[src/rtl/ap_div_pkg.sv]
// Shared types and defaults for the approximate-arithmetic unsigned divider.
// Contents: FSM state enum, default WIDTH/TRUNC_BITS, error-result quotient.
package ap_div_pkg;

  localparam int unsigned WIDTH_DEF      = 8;
  localparam int unsigned TRUNC_BITS_DEF = 4;

  // Quotient reported for divide-by-zero and overflow results.
  localparam logic [WIDTH_DEF-1:0] QUOT_ERR = '1;

  typedef enum logic [1:0] {
    IDLE = 2'd0,
    CALC = 2'd1,
    DONE = 2'd2
  } state_t;

endpackage

[src/rtl/ap_div_step.sv]
// One radix-2 restoring division step (combinational).
// Ports:
//   part_rem   in  WIDTH  partial remainder, always < divisor
//   in_bit     in  1      next dividend bit, MSB first
//   divisor    in  WIDTH  divisor
//   next_rem_c out WIDTH  updated partial remainder
//   q_bit_c    out 1      quotient bit produced by this step
module ap_div_step #(
  parameter int unsigned WIDTH = 8
) (
  input  logic [WIDTH-1:0] part_rem,
  input  logic             in_bit,
  input  logic [WIDTH-1:0] divisor,
  output logic [WIDTH-1:0] next_rem_c,
  output logic             q_bit_c
);

  logic [WIDTH:0] trial;

  // Trial is WIDTH+1 bits wide, so the compare/subtract never truncates.
  always_comb begin
    trial      = {part_rem, in_bit};
    q_bit_c    = (trial >= {1'b0, divisor});
    next_rem_c = q_bit_c ? WIDTH'(trial - {1'b0, divisor}) : trial[WIDTH-1:0];
  end

endmodule

[src/rtl/ap_unsi_seq_div_8b.sv]
// Iterative radix-2 restoring unsigned divider, 2*WIDTH / WIDTH -> WIDTH q, WIDTH r.
// One quotient bit per clock, valid/ready handshake on both sides.
// Optional macro AP_DIV_TRUNC_EN: compute only TRUNC_BITS quotient MSBs, force
// the remaining quotient LSBs and the remainder to 0.
// Ports:
//   clk, rst      clock, synchronous active-high reset
//   in_valid/in_ready, dividend[2W], divisor[W]     operand handshake
//   out_valid/out_ready, quotient[W], remainder[W]  result handshake
//   div_by_zero, overflow                           result flags (with out_valid)
module ap_unsi_seq_div_8b
  import ap_div_pkg::*;
#(
  parameter int unsigned WIDTH      = WIDTH_DEF,
  parameter int unsigned TRUNC_BITS = TRUNC_BITS_DEF
) (
  input  logic               clk,
  input  logic               rst,
  input  logic               in_valid,
  output logic               in_ready,
  input  logic [2*WIDTH-1:0] dividend,
  input  logic [WIDTH-1:0]   divisor,
  output logic               out_valid,
  input  logic               out_ready,
  output logic [WIDTH-1:0]   quotient,
  output logic [WIDTH-1:0]   remainder,
  output logic               div_by_zero,
  output logic               overflow
);

`ifdef AP_DIV_TRUNC_EN
  localparam bit TRUNC_EN = 1'b1;
`else
  localparam bit TRUNC_EN = 1'b0;
`endif

  localparam int unsigned ITERS = TRUNC_EN ? TRUNC_BITS : WIDTH;
  localparam int unsigned CNT_W = $clog2(WIDTH + 1);
  localparam logic [WIDTH-1:0] QUOT_ERR_W = {WIDTH{QUOT_ERR[0]}};

  state_t           state, state_d;
  logic [CNT_W-1:0] cnt, cnt_d;
  logic [WIDTH-1:0] low, low_d;
  logic [WIDTH-1:0] div_q, div_d;
  logic [WIDTH-1:0] quot_d, rem_d, quot_shift;
  logic             in_ready_d, out_valid_d, dbz_d, ovf_d;
  logic [WIDTH-1:0] step_rem_c;
  logic             step_bit_c;

  // Remainder register doubles as the partial remainder during CALC.
  ap_div_step #(.WIDTH(WIDTH)) u_step (
    .part_rem   (remainder),
    .in_bit     (low[WIDTH-1]),
    .divisor    (div_q),
    .next_rem_c (step_rem_c),
    .q_bit_c    (step_bit_c)
  );

  // Next-state and datapath update.
  always_comb begin
    state_d    = state;
    cnt_d      = cnt;
    low_d      = low;
    div_d      = div_q;
    quot_d     = quotient;
    rem_d      = remainder;
    dbz_d      = div_by_zero;
    ovf_d      = overflow;
    quot_shift = WIDTH'({quotient, step_bit_c});

    case (state)
      IDLE: begin
        if (in_valid && in_ready) begin
          dbz_d = 1'b0;
          ovf_d = 1'b0;
          cnt_d = '0;
          div_d = divisor;
          if (divisor == '0) begin
            state_d = DONE;
            dbz_d   = 1'b1;
            quot_d  = QUOT_ERR_W;
            rem_d   = dividend[WIDTH-1:0];
          end else if (dividend[2*WIDTH-1:WIDTH] >= divisor) begin
            state_d = DONE;
            ovf_d   = 1'b1;
            quot_d  = QUOT_ERR_W;
            rem_d   = '0;
          end else begin
            state_d = CALC;
            quot_d  = '0;
            rem_d   = dividend[2*WIDTH-1:WIDTH];
            low_d   = dividend[WIDTH-1:0];
          end
        end
      end
      CALC: begin
        rem_d  = step_rem_c;
        low_d  = WIDTH'({low, 1'b0});
        cnt_d  = cnt + CNT_W'(1);
        quot_d = quot_shift;
        if (cnt == CNT_W'(ITERS - 1)) begin
          state_d = DONE;
          cnt_d   = '0;
          // Skipped iterations leave their quotient LSBs at zero.
          quot_d  = quot_shift << (WIDTH - ITERS);
          if (TRUNC_EN) rem_d = '0;
        end
      end
      DONE: begin
        if (out_ready) state_d = IDLE;
      end
      default: state_d = IDLE;
    endcase

    in_ready_d  = (state_d == IDLE);
    out_valid_d = (state_d == DONE);
  end

  // State and output registers.
  always_ff @(posedge clk) begin
    if (rst) begin
      state       <= IDLE;
      cnt         <= '0;
      low         <= '0;
      div_q       <= '0;
      quotient    <= '0;
      remainder   <= '0;
      div_by_zero <= 1'b0;
      overflow    <= 1'b0;
      in_ready    <= 1'b1;
      out_valid   <= 1'b0;
    end else begin
      state       <= state_d;
      cnt         <= cnt_d;
      low         <= low_d;
      div_q       <= div_d;
      quotient    <= quot_d;
      remainder   <= rem_d;
      div_by_zero <= dbz_d;
      overflow    <= ovf_d;
      in_ready    <= in_ready_d;
      out_valid   <= out_valid_d;
    end
  end

endmodule

[config.mk]
export PLATFORM = sky130hd
export DESIGN_NAME = ap_unsi_seq_div_8b
export DESIGN_NICKNAME = d
export VERILOG_FILES = /design/src/rtl/ap_div_pkg.sv /design/src/rtl/ap_div_step.sv /design/src/rtl/ap_unsi_seq_div_8b.sv
export SDC_FILE = /design/constraint.sdc
export NUM_CORES = 1
export LEC_CHECK = 0
export ABC_AREA = 1
export CAP_MARGIN = 20
export CORE_MARGIN = 3
export CORE_UTILIZATION = 54
export DETAILED_ROUTE_END_ITERATION = 12
export MAX_ROUTING_LAYER = met4
export PLACE_DENSITY = 0.86
export SLEW_MARGIN = 20
export SYNTH_ARGS = -nofsm -noshare
export SYNTH_HDL_FRONTEND = slang
export SYNTH_SLANG_ARGS = --single-unit
[constraint.sdc]
create_clock -name clk -period 1.8 [get_ports clk]
set_clock_uncertainty 0.05 [all_clocks]
set_input_delay 0.36 -clock clk [delete_from_list [all_inputs] [get_ports clk]]
set_output_delay 0.36 -clock clk [all_outputs]
set_load 0.005 [all_outputs]
* Word-level counts from Yosys, hierarchy flattened
Cells that the tools add are included.
** Operators by class
- Add/subtract/negate cells :: 2
- Reductions and logical operators :: 8
- Multiplexer cells :: 25
- Order comparisons :: 2
- Equal/unequal tests :: 7
** Operator list (number)
- 8-bit 2-to-1 mux :: 10
- 8-bit one-hot mux with 2 select lines :: 3
- 2-bit 2-to-1 mux :: 5
- 9-bit by 8-bit greater-or-equal comparator with 1-bit output :: 1
- 8-bit greater-or-equal comparator :: 1
- 8-bit logical NOT :: 1
- 4-bit 2-to-1 mux :: 2
- 4-bit one-hot mux with 2 select lines :: 1
- 8-bit subtractor :: 1
- 2-bit inequality test, second input constant :: 3
- 2-bit one-hot mux with 3 select lines :: 1
- 4-bit by 1-bit adder with 4-bit output, second input constant :: 1
- 2-bit == test, second input constant :: 2
- 4-bit by 3-bit == test with 1-bit output, second input constant :: 1
- 2-bit logical NOT :: 2
- 2-bit AND reduction :: 2
- 4-bit AND reduction :: 1
- 1-bit 2-to-1 mux :: 3
- 2-bit by 1-bit == test with 1-bit output, second input constant :: 1
- 2-bit nonzero test :: 1
- 1-bit logical AND :: 1
** Storage, ports and cells
- Output and inout bits :: 20
- Register bits :: 42
- Word-level logic and storage cells :: 54

* Logic depth before layout (Yosys ltp)
Gate-level depths: netlist of the first run.
- Word-level depth :: 6
- Gate-level depth with buffers :: 14
- Mapped depth without buffers :: 14

* Cells and area by module
Synthesis of the first run repeated with hierarchy kept, for this count alone.
** Unflattened totals
- Cell total of the unflattened synthesis :: 399
- Area, all modules :: 2753.9 µm²
** Modules (own cells, without submodules)
- ap_unsi_seq_div_8b :: cells each 291, area each 2127.0 µm², times used 1, seq. area each 840.8 µm²
- ap_div_step :: cells each 108, area each 626.9 µm², times used 1, seq. area each 0.0 µm²

* Worst setup path before layout of the first run
OpenSTA, ideal clock, no wires.
- Path kind :: in2reg
- Start :: in divisor[7]
- End :: reg in_ready
- Stages :: 8
- Data required time :: 1.634 ns
- Data arrival time :: 1.470 ns
- Buffers on the path :: 1
- Slack :: 0.164 ns
- Cell sequence :: inv_2 ha_1 a21oi_1 o21a_1 buf_2 nand4_1 a21oi_2 nor2_1
** On the way
- Longest elaborated chain between the ends :: 6
- Elaborated cells on any way between the ends :: 7
- Those cells by class :: order compare (1); mux (4); reduce/logical (2)
** RTL lines
- from (decl) :: line ap_unsi_seq_div_8b.sv:21 : input logic [WIDTH-1:0] divisor,
- 8-bit greater-or-equal comparator :: line ap_unsi_seq_div_8b.sv:82 : end else if (dividend[2*WIDTH-1:WIDTH] >= divisor) begin
- 2-bit 2-to-1 mux :: line ap_unsi_seq_div_8b.sv:82
- 2-bit 2-to-1 mux * :: line ap_unsi_seq_div_8b.sv:77 : if (divisor == '0) begin
- 2-bit 2-to-1 mux * :: line ap_unsi_seq_div_8b.sv:72 : if (in_valid && in_ready) begin
- 2-bit one-hot mux with 3 select lines * :: line ap_unsi_seq_div_8b.sv:70 : case (state)
- 2-bit logical NOT * :: line ap_unsi_seq_div_8b.sv:114 : in_ready_d = (state_d == IDLE);
- to (signal assigned) :: line ap_unsi_seq_div_8b.sv:140 : in_ready <= in_ready_d;
- to (decl) :: line ap_unsi_seq_div_8b.sv:19 : output logic in_ready,
Mark *: on every way between the ends. The rest lies on a longest branch, timed or not.
A chain may end at the register's enable or synchronous reset.

* Final worst setup path of the first run
- Start :: reg div_q[4]
- End :: reg remainder[0]
** On the way
- Longest elaborated chain between the ends :: 3
** RTL lines
- from (decl) :: line ap_unsi_seq_div_8b.sv:43 : logic [WIDTH-1:0] div_q, div_d;
- from (signal assigned) :: line ap_unsi_seq_div_8b.sv:135 : div_q <= div_d;
- 9-bit by 8-bit greater-or-equal comparator with 1-bit output :: line ap_div_step.sv:23 : q_bit_c = (trial >= {1'b0, divisor});
- 8-bit 2-to-1 mux :: line ap_div_step.sv:24 : next_rem_c = q_bit_c ? WIDTH'(trial - {1'b0, divisor}) : trial[WIDTH-1:0];
- 8-bit one-hot mux with 2 select lines :: line ap_unsi_seq_div_8b.sv:70
- to (signal assigned) :: line ap_unsi_seq_div_8b.sv:137 : remainder <= rem_d;
- to (decl) :: line ap_unsi_seq_div_8b.sv:25 : output logic [WIDTH-1:0] remainder,
Every way passes these cells.

==> metrics.md, run 1 <==
| Metric | Value |
|---|---|
| Vias per inst | 5.63 |
| Dpl cells | 566 |
| Final setup fails | 8 |
| CTS tree | done |
| Worst-path clk slew | 0.08 ns |
| Setup crit end kind | register |
| Total Power | 4.50 mW |
| Hold Path Stages | 4 |
| DR vias | 3253 |
| Setup slack, reg-to-reg | -0.11 ns |
| Cell taking the most area after synthesis | dfxtp_1 |
| Design area | 4060 µm² |
| Longest Clk Path Bufs | 2 |
| Most frequent cell after synthesis | nand2_1 |
| Worst Hold Class | in2reg |
| Sequential area share after synthesis | 0.289 |
| Non-filler cells, final | 578 |
| Vias in the first global route | 3010 |
| Max-cap violations | 0 |
| Startpoint type of the worst setup path | register |
| Yosys warning count | 0 |
| CTS Hold Bufs | 0 |
| Switching power | 1.94 mW |
| Final setup TNS | -0.344 ns |
| Fmax | 524 MHz |
| Slew Viols, Final | 0 |
| Switching power share of the total | 0.432 |
| Measured slew at the worst slew-check pin | 0.329 ns |
| Crit path required time | 1.98 ns |
| Ys async rst share | 0 |
| Complex-gate fraction of the synthesized area | 0.136 |
| Io pins | 48 |
| DPL Wire Length | 5640 µm |
| Hold Fails Final Rpt | 0 |
| Top cells by count, synth | 104 x nand2_1, 54 x inv_1, 52 x nor2_1 |
| Post-synthesis xor/xnor area fraction | 0.00903 |
| Global placer's final weighted congestion | 0.891 |
| Mapped Nets | 482 |
| Die width | 79.4 µm |
| DRT iter0 DRCs | 364 |
| Routed len/inst | 15.6 µm |
| CP Launch Point | div_q[4] |
| Predominant post-synthesis flop cell | dfxtp_1 |
| Residual DRC count | 0 |
| Reg power frac | 0.271 |
| Worst slew margin | 0.780 |
| Post-Synth Adder-Cell Area | 0.0800 |
| Cells after synthesis | 436 |
| Synth top area cells | dfxtp_1 29%, nand2_1 13%, ha_1 7.3%, inv_1 7.0%, nor2_1 6.7% |
| Initial antenna violation count | 0 |
| Total Die Area | 6310 µm² |
| Grt ovf | 0 |
| Comb power frac | 0.563 |
| I/O Buffers | 47 |
| Final worst path period share | 1.06 |
| Failing checks | setup timing |
| Num rows | 26 |
| Cell Area, Synth | 2910 µm² |
| Worst reg2reg endpoint | remainder[0] |
| PD cells | 1110 nW/µm² |
| Crit Path Category | reg2reg |
| Clock latency on the worst-skew pair | 0.30 ns |
| Ant. Diodes | 0 |
| Largest family of logic cells by synthesized area | simple AND/OR/NAND/NOR gates |
| Min cycle time layout | 1.91 ns |
| First-pass GRT wire length | 13400 µm |
| FF-to-FF Start | div_q[4] |
| RSZ-0062 raised after global routing | true |
| Crit path DAT | 2.09 ns |
| Multiplexer area fraction after synthesis | 0 |
| Internal | 2.56 mW |
| Share of cells above drive strength 1 | 0.256 |
| Area Overhead vs Synth | 39.5% |
| TritonRoute pass-1 iters | 5 |
| Largest net degree at the start of global routing | 28 |
| Clock net sink count | 42 |
| Final ANT Viol Nets | 0 |
| Avg Inst Size Synth | 6.67 µm² |
| Status | finished, violations left |
| P_leak | 1.85 nW |
| Die height | 79.4 µm |
| Final Worst Setup Slack | -0.109 ns |
| Yosys top cell area share | 0.289 |
| Placed instance area | 3580 µm² |
| Number of synthesized flops with an enable pin | 0 |
| Maximum vdd drop | 0.000625 V |
| Yosys reg bits | 42 |
| Placement Setup Slack | -0.455 ns |
| # nets final | 553 |
| Crit Path Max Fanout | 5 |
| Gr usage total | 0.273 |
| Synth unique cells | 34 |
| Finished Core Util | 0.785 |
| Initial core utilization | 0.563 |
| H-tree depth | 2 |
| Final Hold Slack | 0.420 ns |
| Post-synthesis simple-gate area fraction | 0.356 |
| CTS buffer count | 5 |
| Cells on worst reg2reg path | 11 |
| WL final | 9010 µm |
| Clock share of power | 0.166 |
| Core area | 5170 µm² |
| Hold Path Sink | div_q[4] |
| Clock Tree Root | clkbuf_8 |
| Hold_sp | divisor[4] |
==> critical path, cell delays in order, from the launching register on <==
cell and delay [ns]:
dfxtp_1 0.38, inv_1 0.10, ha_4 0.25, nand2_1 0.06, nand2_1 0.09, inv_1 0.14, nand3_4 0.12, a21oi_4 0.26
nor2_1 0.10, nor2_1 0.13, nor2_1 0.07, nor2_1 0.09
==> layer usage <==
| metal | global-route usage | part of all wire |
|---|---|---|
| met3 | 0.0327 | 0.057 |
| met2 | 0.484 | 0.50 |
| met4 | 0.112 | 0.034 |
| met1 | 0.313 | 0.41 |
| met5 | - | 0 |
==> cell usage in the layout, fill, tap and decap left out, types with 12 or more instances in the layout <==
| cell type | count |
|---|---|
| a31oi_1 | 13 |
| buf_4 | 29 |
| dfxtp_1 | 36 |
| inv_2 | 17 |
| nand4_1 | 12 |
| nor2_1 | 45 |
| clkdlybuf4s50_1 | 32 |
| inv_1 | 50 |
| o21ai_0 | 16 |
| nand3_1 | 17 |
| nand2_1 | 96 |
| a21oi_1 | 26 |
==> how the worst max path moves through the flow <==
stage	to	depth (start not counted)
2_1_floorplan	in_ready	8
3_3_place_gp	remainder[5]	10
3_5_place_dp	low[2]	13
4_1_cts	low[2]	12
5_1_grt	remainder[0]	12
6_report	remainder[0]	11
==> kinds of logic (layout without fill, tap and decap cells) <==
group                      after synthesis  in the layout
AOI/OAI and AO/OA                       73             73
xor gates and xnor gates                 3              3
adders and majority gates               18             18
buffers and inverters                   84            154
DFF                                     42             42
and+or+nand+nor                        216            218
==> registers in the layout, indices dropped and copies added, names as in the netlist <==
register	flops
out_valid	1
in_ready	1
quotient	8
div_by_zero	1
div_q	8
cnt	4
state	2
overflow	1
remainder	8
low	8
==> power by group through the flow <==
stage	Sequential (mW)	Combinational [mW]	Clock, mW
3_5_place_dp	1.20	2.00	0
4_1_cts	1.19	2.21	0.753
2_1_floorplan	1.19	1.44	0
6_report	1.22	2.54	0.745
5_1_grt	1.24	2.76	0.793
3_3_place_gp	1.19	1.94	0
==> timing repair <==
action                                 in CTS  in global routing
gates resized for setup                    43                 42
endpoints found under the hold margin       0                  0
cloned                                      2                  0
pin swaps                                  16                 23
setup buffers                               1                  1
setup endpoints to repair                  28                 24
==> final cells by class <==
| cell class | instances | area (µm²) |
|---|---|---|
| Tap cell | 70 | 87.6 |
| Clock inverter | 1 | 30.0 |
| Timing Repair Buffer | 78 | 716 |
| Sequential cell | 42 | 848 |
| Fill cell | 342 | 1110 |
| Inverter | 68 | 260 |
| Clock buffer | 7 | 76.3 |
| Multi-Input combinational cell | 312 | 2040 |
No activity file was read; power rests on OpenSTA's default activity.
==> run 2: changes to the inputs <==
- ABC_CLOCK_PERIOD_IN_PS: unset -> 1800
- CORE_MARGIN: 3 -> 2
- CTS_CLUSTER_SIZE: unset -> 30
==> metrics.md, run 2 (synthesized netlist as in run 1, its figures left out) <==
| Metric | Value |
|---|---|
| Status | finished, violations left |
| Failing checks | setup timing |
| Longest Clk Path Bufs | 2 (unchanged) |
| I/O Buffers | 47 (unchanged) |
| Vias per inst | 5.73 (+1.8%) |
| Startpoint type of the worst setup path | register |
| Crit Path Max Fanout | 5 (unchanged) |
| CTS Hold Bufs | 0 (unchanged) |
| Setup crit end kind | register |
| TritonRoute pass-1 iters | 5 (unchanged) |
| Most common cell after layout, fill and taps aside | nand2_1 |
| Placement Setup Slack | -0.473 ns (-0.0179 ns) |
| Crit path DAT | 2.05 ns (-0.04 ns) |
| Initial antenna violation count | 0 (unchanged) |
| Setup slack, reg-to-reg | -0.07 ns (+0.04 ns) |
| Gr usage total | 0.319 (+0.0456) |
| PD cells | 1100 nW/µm² (-0.60%) |
| Io pins | 48 (unchanged) |
| Final worst path period share | 1.04 (-0.0212) |
| Die width | 77.4 µm (-2.5%) |
| Grt ovf | 0 (unchanged) |
| Die height | 77.4 µm (-2.5%) |
| Max-cap violations | 0 (unchanged) |
| CTS tree | done |
| Min cycle time layout | 1.87 ns (-0.0382 ns) |
| Final setup TNS | -0.0906 ns (+0.254 ns) |
| Ant. Diodes | 0 (unchanged) |
| Final Worst Setup Slack | -0.0710 ns (+0.0382 ns) |
| Reg power frac | 0.258 (-0.013) |
| Switching power | 2.16 mW (+11%) |
| Register area | 857 µm² (+1.0%) |
| Worst slew margin | 0.684 (-0.0959) |
| Global placer's final weighted congestion | 0.952 (+6.9%) |
| Hold Fails Final Rpt | 0 (unchanged) |
| Total Power | 4.76 mW (+5.7%) |
| Clock latency on the worst-skew pair | 0.31 ns (about the same) |
| CTS buffer count | 5 (unchanged) |
| Area occupied by multi-input gates | 2140 µm² (+5.0%) |
| Maximum vdd drop | 0.000683 V (+9.2%) |
| First-pass GRT wire length | 14900 µm (+11%) |
| Design area | 4310 µm² (+6.3%) |
| P_leak | 2.01 nW (+8.6%) |
| Clock share of power | 0.138 (-0.028) |
| # nets final | 569 (+2.9%) |
| RSZ-0062 raised after global routing | true |
| Finished Core Util | 0.839 (+0.0546) |
| DR vias | 3402 (+4.6%) |
| Initial core utilization | 0.566 (+0.00356) |
| Area Overhead vs Synth | 48.2% |
| Highest-count cells in the layout ignoring fill and taps | 87 x nand2_1, 50 x inv_1, 44 x nor2_1 |
| Final setup fails | 2 (-6) |
| Core area | 5140 µm² (-0.63%) |
| Crit Path Category | reg2reg |
| DPL Wire Length | 5600 µm (-0.56%) |
| Largest net degree at the start of global routing | 28 (unchanged) |
| Slew Viols, Final | 0 (unchanged) |
| Num rows | 26 (unchanged) |
| Routed len/inst | 17.3 µm (+11%) |
| Internal | 2.60 mW (+1.6%) |
| Residual DRC count | 0 (unchanged) |
| WL final | 10300 µm (+14%) |
| Measured slew at the worst slew-check pin | 0.474 ns (+0.144 ns) |
| Crit path required time | 1.98 ns (about the same) |
| Fill cell count | 295 (-14%) |
| Switching power share of the total | 0.454 (+0.0218) |
| H-tree depth | 2 (unchanged) |
| Vias in the first global route | 3198 (+6.2%) |
| Fmax | 534 MHz (+2.0%) |
| DRT iter0 DRCs | 387 (+6.3%) |
| Worst Hold Class | in2reg |
| Worst-path clk slew | 0.10 ns (+0.02 ns) |
| Placed instance area | 3610 µm² (+0.77%) |
| Clock Tree Root | clkbuf_8 |
| Total Die Area | 5990 µm² (-5.0%) |
| Comb power frac | 0.604 (+0.041) |
| Final ANT Viol Nets | 0 (unchanged) |
| Share of cells above drive strength 1 | 0.324 (+0.0685) |
| Clock net sink count | 42 (unchanged) |
run 2: cell count changes in the layout (fill, tap and decap cells not counted), moves of 3 or more:
cell,before,now
buf_4,29,38
dfxtp_1,36,29
dfxtp_2,6,13
dlygate4sd2_1,11,6
dlymetal6s2s_1,4,10
nand2_1,96,87
nand2_2,11,18
nand2_4,2,6
nand3_1,17,14
nand3_2,9,12
run 2: worst max-delay path: stages (launching register included):
cell     delay, ns
dfxtp_2       0.35
inv_1         0.07
ha_4          0.31
nand2_2       0.08
nor2_4        0.13
inv_2         0.07
nor2_4        0.16
nor2_4        0.09
nand3_2       0.07
nand2_1       0.05
nor2_2        0.15
nor2_2        0.07
nor2_1        0.15
run 2: metal layers:
layer | up-vias | global-route usage | share of wire
li1 | 1579 | - | -
met3 | 50 | 0.0500 | 0.064
met1 | 1566 | 0.355 | 0.38
met2 | 207 | 0.561 | 0.51
met4 | 0 | 0.146 | 0.048
met5 | - | - | 0
run 2: power groups by stage:
stage / logic, mW / clock network [mW] / registers [mW]
floorplan: 1.44 / 0 / 1.19
global placement: 1.96 / 0 / 1.19
detailed placement: 2.02 / 0 / 1.20
CTS: 2.36 / 0.649 / 1.20
global route: 3.09 / 0.681 / 1.24
finish: 2.87 / 0.655 / 1.23
run 2: layout make-up:
class,instances,share of cell area
clock buffers,5,0.0160
clock inverters,3,0.00551
inverters,68,0.0609
multi-input cells,314,0.497
flip-flops and latches,42,0.199
well taps,70,0.0203
repair buffers,92,0.202
run 2: what timing repair did:
item | 4_1_cts | 5_1_grt
buffers inserted | 6 | 7
cloned | 3 | 2
gates resized for setup | 49 | 66
setup endpoints to repair | 28 | 31
pin swaps | 18 | 37
run 2: stage by stage:
step / hold WS [ns] / std cells
2_1_floorplan: 0.378 / 436
3_3_place_gp: 0.412 / 568
3_5_place_dp: 0.421 / 568
4_1_cts: 0.442 / 585
5_1_grt: 0.389 / 594
6_report: 0.374 / 594
run 2: final timing paths:
kind / start / cells past startpoint / endpoint
min: divisor[2] / 4 / div_q[2]
max: div_q[5] / 12 / remainder[7]
min reg2reg: cnt[1] / 2 / cnt[1]
max reg2reg: div_q[5] / 12 / remainder[7]
